## config.mk

```make
export PLATFORM = sky130hd
export DESIGN_NAME = fetch_unit
export DESIGN_NICKNAME = d
export VERILOG_FILES = /design/src/rtl/fetch_unit_pkg.sv /design/src/rtl/fetch_unit_fifo.sv /design/src/rtl/fetch_unit.sv
export SDC_FILE = /design/constraint.sdc
export NUM_CORES = 1
export LEC_CHECK = 0
export ABC_AREA = 1
export CAP_MARGIN = 20
export CELL_PAD_IN_SITES_DETAIL_PLACEMENT = 0
export CELL_PAD_IN_SITES_GLOBAL_PLACEMENT = 2
export CORE_MARGIN = 2
export CORE_UTILIZATION = 29
export DETAILED_ROUTE_END_ITERATION = 8
export PLACE_DENSITY = 0.9
export SLEW_MARGIN = 20
export SYNTH_ARGS = -nofsm -noshare
export SYNTH_HDL_FRONTEND = slang
export SYNTH_SLANG_ARGS = --single-unit
```

## constraint.sdc

```tcl
create_clock -name clock -period 1.7 [get_ports clock]
set_clock_uncertainty 0.1 [all_clocks]
set_input_delay 0.17 -clock clock [delete_from_list [all_inputs] [get_ports clock]]
set_output_delay 0.17 -clock clock [all_outputs]
set_load 0.05 [all_outputs]
```

## src/rtl/fetch_unit_pkg.sv

```systemverilog
// Shared types and defaults for the instruction-fetch stage.
package fetch_unit_pkg;

    typedef enum logic [1:0] {
        StIdle,
        StReq,
        StWait,
        StCapture
    } fetch_state_e;

    localparam int unsigned PC_STEP        = 2;
    localparam int unsigned ADDR_W_DEFAULT = 18;
    localparam int unsigned DATA_W_DEFAULT = 32;

endpackage

```

## src/rtl/fetch_unit_fifo.sv

```systemverilog
// Prefetch FIFO with synchronous flush; head entry is read straight from registered storage.
module fetch_unit_fifo #(
    parameter int unsigned WIDTH = 50,
    parameter int unsigned DEPTH = 2
) (
    input  logic                       clock,
    input  logic                       reset,
    input  logic                       flush,
    input  logic                       push,
    input  logic [WIDTH-1:0]           push_data,
    input  logic                       pop,
    output logic                       valid,
    output logic [WIDTH-1:0]           head_data,
    output logic [$clog2(DEPTH):0]     count
);

    localparam int unsigned PTR_W = $clog2(DEPTH);
    localparam int unsigned CNT_W = PTR_W + 1;

    logic [WIDTH-1:0] mem_q [DEPTH];
    logic [PTR_W-1:0] wr_ptr_q;
    logic [PTR_W-1:0] rd_ptr_q;
    logic [CNT_W-1:0] count_q;
    logic             do_pop;

    assign do_pop = pop && (count_q != '0);

    always_ff @(posedge clock or negedge reset) begin
        if (!reset) begin
            for (int i = 0; i < int'(DEPTH); i++) begin
                mem_q[i] <= '0;
            end
            wr_ptr_q <= '0;
            rd_ptr_q <= '0;
            count_q  <= '0;
        end else if (flush) begin
            wr_ptr_q <= '0;
            rd_ptr_q <= '0;
            count_q  <= '0;
        end else begin
            if (push) begin
                mem_q[wr_ptr_q] <= push_data;
                wr_ptr_q        <= wr_ptr_q + PTR_W'(1);
            end
            if (do_pop) begin
                rd_ptr_q <= rd_ptr_q + PTR_W'(1);
            end
            case ({push, do_pop})
                2'b10:   count_q <= count_q + CNT_W'(1);
                2'b01:   count_q <= count_q - CNT_W'(1);
                default: ;
            endcase
        end
    end

    assign valid     = (count_q != '0);
    assign head_data = mem_q[rd_ptr_q];
    assign count     = count_q;

endmodule

```

## src/rtl/fetch_unit.sv

```systemverilog
// Instruction fetch: PC, request/wait/capture FSM towards the memory controller, prefetch FIFO.
module fetch_unit
    import fetch_unit_pkg::*;
#(
    parameter int unsigned ADDR_W     = ADDR_W_DEFAULT,
    parameter int unsigned DATA_W     = DATA_W_DEFAULT,
    parameter int unsigned MC_LAT     = 2,
    parameter int unsigned FIFO_DEPTH = 2,
    parameter int unsigned RESET_PC   = 0
) (
    input  logic              clock,
    input  logic              reset,
    output logic              if_mc_en,
    output logic [ADDR_W-1:0] if_mc_addr,
    input  logic [DATA_W-1:0] mc_if_data,
    input  logic              mem_mc_en,
    input  logic              redirect_en,
    input  logic [ADDR_W-1:0] redirect_addr,
    output logic              if_id_valid,
    output logic [DATA_W-1:0] if_id_instr,
    output logic [ADDR_W-1:0] if_id_pc,
    input  logic              id_if_ready
);

    localparam int unsigned ENTRY_W = ADDR_W + DATA_W;
    localparam int unsigned CNT_W   = $clog2(FIFO_DEPTH) + 1;
    localparam int unsigned LAT_W   = $clog2(MC_LAT + 1);

    fetch_state_e      state_q;
    logic [ADDR_W-1:0] pc_q;
    logic [LAT_W-1:0]  lat_cnt_q;

    logic               fifo_push;
    logic               fifo_pop;
    logic               fifo_valid;
    logic [ENTRY_W-1:0] fifo_head;
    logic [CNT_W-1:0]   fifo_count;
    logic [CNT_W:0]     count_after_push;
    logic               room_idle;
    logic               room_after_capture;

    assign fifo_push = (state_q == StCapture) && !redirect_en;
    assign fifo_pop  = fifo_valid && id_if_ready;

    // A pop in the capture cycle frees the slot the push would otherwise fill.
    assign count_after_push   = {1'b0, fifo_count} + (CNT_W + 1)'(1) - (CNT_W + 1)'(fifo_pop);
    assign room_after_capture = count_after_push < (CNT_W + 1)'(FIFO_DEPTH);
    assign room_idle          = fifo_count < CNT_W'(FIFO_DEPTH);

    always_ff @(posedge clock or negedge reset) begin
        if (!reset) begin
            state_q   <= StIdle;
            pc_q      <= ADDR_W'(RESET_PC);
            lat_cnt_q <= '0;
        end else if (redirect_en) begin
            state_q   <= StIdle;
            pc_q      <= redirect_addr & ~(ADDR_W'(1));
            lat_cnt_q <= '0;
        end else begin
            unique case (state_q)
                StIdle: begin
                    if (room_idle && !mem_mc_en) begin
                        state_q <= StReq;
                    end
                end
                StReq: begin
                    if (mem_mc_en) begin
                        state_q <= StIdle;
                    end else begin
                        lat_cnt_q <= LAT_W'(MC_LAT - 1);
                        state_q   <= (MC_LAT == 1) ? StCapture : StWait;
                    end
                end
                StWait: begin
                    if (mem_mc_en) begin
                        state_q <= StIdle;
                    end else if (lat_cnt_q <= LAT_W'(1)) begin
                        lat_cnt_q <= '0;
                        state_q   <= StCapture;
                    end else begin
                        lat_cnt_q <= lat_cnt_q - LAT_W'(1);
                    end
                end
                StCapture: begin
                    pc_q    <= pc_q + ADDR_W'(PC_STEP);
                    state_q <= room_after_capture ? StReq : StIdle;
                end
                default: state_q <= StIdle;
            endcase
        end
    end

    // The MEM port wins the memory in the very cycle it asks for it.
    assign if_mc_en   = ((state_q == StReq) || (state_q == StWait)) && !mem_mc_en;
    assign if_mc_addr = pc_q;

    fetch_unit_fifo #(
        .WIDTH (ENTRY_W),
        .DEPTH (FIFO_DEPTH)
    ) u_fifo (
        .clock     (clock),
        .reset     (reset),
        .flush     (redirect_en),
        .push      (fifo_push),
        .push_data ({pc_q, mc_if_data}),
        .pop       (fifo_pop),
        .valid     (fifo_valid),
        .head_data (fifo_head),
        .count     (fifo_count)
    );

    assign if_id_valid = fifo_valid;
    assign if_id_pc    = fifo_head[ENTRY_W-1:DATA_W];
    assign if_id_instr = fifo_head[DATA_W-1:0];

endmodule

```

==> results <==
- The total vias in the final route is 5634.
- The number of failing hold endpoints at the final stage is 0.
- The register clock-pin slew on the reported worst setup and hold paths is 60 ps.
- The total count of max-transition violations in the final report was 0.
- The number of remaining DRC errors is 0.
- The worst path uses 109% of the clock period.
- STA classifies the critical path startpoint as a flop.
- The number of antenna violations at the first check in global routing is 0.
- In this run the worst hold path is classified as input port to async pin.
- The die span in x is 145 um.
- The worst-case setup margin in the final layout is -152 ps.
- After technology mapping, the gate count stands at 734.
- The overall track demand over capacity in global routing is 16.2%.
- The pin count of the biggest net entering global routing is 40.
- The number of antenna cells inserted is 0.
- The fraction of layout cells with a size suffix above 1 is 45.9%.
- Across the run, the number of max-cap violations was 0.
- The final-report setup violation count is 64.
- Summed over all nets, the half-perimeter wirelength after detailed placement is 10.7 mm.
- The slowest stage of the critical path is the dfrtp_2 cell.
- The clock period minus worst slack is 1850 ps.
- The congestion estimate from routability-driven global placement came to 0.750.
- The buffering stage count on the worst path with inverters included is 3.
- In this run the worst path has a maximum fanout of 14.
- 125 I/O pins were placed.
- In this run, synthesis inferred 0 flip-flops with an integrated enable.
- No sink is reached through more buffers than the 2 on the longest clock path.
- CTS built an H-tree with a depth of 4.
- The most common flop cell mapped by yosys is dfrtp_1.
- The area growth from synthesis to layout is 83.0%.
- The run finished, with violations left.
- On the final layout, the worst hold slack is 131 ps.
- The final layout contains 983 nets.
- TritonCTS built the clock tree.
- The initial core utilization is 29.7%.
- Setup repair after global routing could not meet its margin everywhere.
- Grouping stages by cell kind, the critical path spends the most delay in buffers and inverters.
- The post-synthesis sequential area ratio is 53.1%.
- For the worst setup path, the data required time is 1430 ps.
- On the worst path, the slowest cell contributes a delay of 440 ps.
- After synthesis the netlist holds a flip-flop and latch count of 123.
- STA classifies the critical path endpoint as an output port.
- In the layout the commonest cells are 137 x nand2_1, 120 x dfrtp_1, 111 x nand2_2.
- The via count of the first global-routing pass came to 5292.
- Fill cells in the final layout number 1744.
- During synthesis, Yosys emitted a total of 0 warnings.
- The cell sitting at the root of the clock tree is a clkbuf_16.
- The first routing iteration left 319 violations.
- The critical path goes through buf_4 -> clkbuf_16 -> nand2_1 -> nand2_2 -> buf_12.
- Port buffering added 121 buffers.
- The worst voltage drop across the vdd grid is 738 uV.
- The cell leakage power is 4.89 nW.
- A synthesized cell averages 7.90 um^2.
- The commonest non-fill, non-tap cell in the layout is nand2_1.
- Clock tree synthesis inserted a total of 17 buffers.
- The detailed-route wire length per cell is 17.3 um.
- The first global-routing pass estimated 27.5 mm of wire.
- The die is 145 um tall.
- The total area inside the core boundary comes to 19500 um^2.
- At the later pin of the worst-skew pair, clock insertion delay measures 420 ps.
- The floorplan step defined a die boundary enclosing 21100 um^2.
- The checks that failed: setup timing.
- The post-synthesis async set-or-reset flop share is 100%.
- The critical path class is flop to output port.
- The first-pass detailed-route iteration total is 4.
- The power density normalized to cell area is 1060 nW/um^2.
- The mapped netlist covers 5800 um^2.
- The setup total negative slack is -4720 ps.
- The routed via count divided by cell count is 4.70.
- After floorplanning, the core was divided into 51 placement rows.
- Timing would allow up to 540 MHz.
- For this run the aggregate overflow at the end of global routing stands at 0.
- The number of antenna-violating nets in the routed design is 0.
- The routed wire length is 20.7 mm.
- The arrival time reported for the critical path endpoint is 1580 ps.
- The sink count of the clock tree is 123.
- The number of library cell types mapped by synthesis is 29.
area by class of cell:
type                    count  area, um^2  share of cell area (%)
multi-input cells         514        3350                    31.5
flip-flops and latches    123        3080                    29.0
repair buffers            199        2970                    28.0
clock buffers              25         505                    4.76
well taps                 265         332                    3.12
inverters                  67         268                    2.52
clock inverters             7         110                    1.04
kinds of logic (layout without fill, tap and decap cells):
logic type,after synthesis,count (layout),synth area share (%)
buffers and inverters,104,298,7.85
AOI/OAI and AO/OA,141,141,13.0
xor gates and xnor gates,4,4,0.604
and+or+nand+nor,355,361,24.1
adders and majority gates,6,6,1.29
DFF,123,123,53.1
other,1,2,0.0646
metrics by stage:
| step | area [um^2] | instances | setup slack (ps) | total power, W | utilization [%] |
|---|---|---|---|---|---|
| 5_1_grt | 10600 | 1200 | -192 | 0.0117 | 54.4 |
| 4_1_cts | 8960 | 1151 | -118 | 0.0109 | 45.9 |
| 3_5_place_dp | 7900 | 1107 | -13.0 | 0.00689 | 40.4 |
| 2_1_floorplan | 5810 | 735 | 7.21 | 0.00516 | - |
| 6_report | 10600 | 1200 | -152 | 0.0112 | 54.4 |
| 3_3_place_gp | 7900 | 1107 | 20.4 | 0.00686 | 40.4 |
final timing paths:
| check | to | depth (start not counted) | from | slack [ps] |
|---|---|---|---|---|
| max | if_id_instr[9] | 5 | u_fifo.rd_ptr_q | -150 |
| min | u_fifo.mem_q[22] | 2 | reset | 130 |
| max reg2reg | u_fifo.mem_q[49] | 10 | state_q[1] | -60 |
| min reg2reg | u_fifo.mem_q[14] | 2 | u_fifo.mem_q[14] | 380 |
| max in group asynchronous | u_fifo.mem_q[48] | 3 | reset | 820 |
| min in group clock | if_mc_addr[5] | 3 | redirect_addr[5] | 230 |
power by group:
group          internal [W]  switching (W)  leakage, nW
clock               0.00249        0.00130        0.307
sequential          0.00324       0.000345         1.66
combinational       0.00177        0.00208         2.92
total               0.00750        0.00373         4.89
cell usage after synthesis (4+ instances only):
cell / n / area share [%]
nand2_1: 304 / 20
dfrtp_1: 123 / 53
inv_1: 63 / 4.1
o21ai_1: 59 / 5.1
o21ai_0: 56 / 4.8
nor2_1: 30 / 1.9
clkbuf_1: 14 / 0.91
a22oi_1: 12 / 1.6
buf_2: 12 / 1.0
nand3_1: 12 / 1.0
a21oi_1: 9 / 0.78
ha_1: 6 / 1.3
buf_4: 5 / 0.65
buf_6: 4 / 0.78
xor2_1: 4 / 0.60
worst reg2reg max path, cell delays in order (launching register included):
cell	delay [ps]
dfrtp_1	370
buf_6	120
ha_4	170
inv_8	50
nor2_8	160
buf_12	150
buf_12	110
nand2_8	90
clkbuf_16	210
nand2_2	50
o21ai_1	50
repair_timing:
action                     CTS  global route
buffers inserted             8            14
resized for setup           94           278
cloned                       4            35
setup endpoints to repair   50           154
hold buffers                 1             0
pin swaps                   10            15
hold endpoints to repair   123             0
metal layers:
metal,share of wire [%],vias up,track usage (%)
li1,-,2721,-
met1,45,2741,21.8
met2,49,156,26.4
met3,4.4,16,3.67
met4,1.1,0,4.71
met5,0,-,0
registers in the layout, summed over array words and instances (netlist names):
name	flops
state_q	2
u_fifo.rd_ptr_q	1
lat_cnt_q	2
u_fifo.wr_ptr_q	1
u_fifo.count	2
if_mc_addr	17
u_fifo.mem_q	98
No activity file was read; power rests on OpenSTA's default activity.
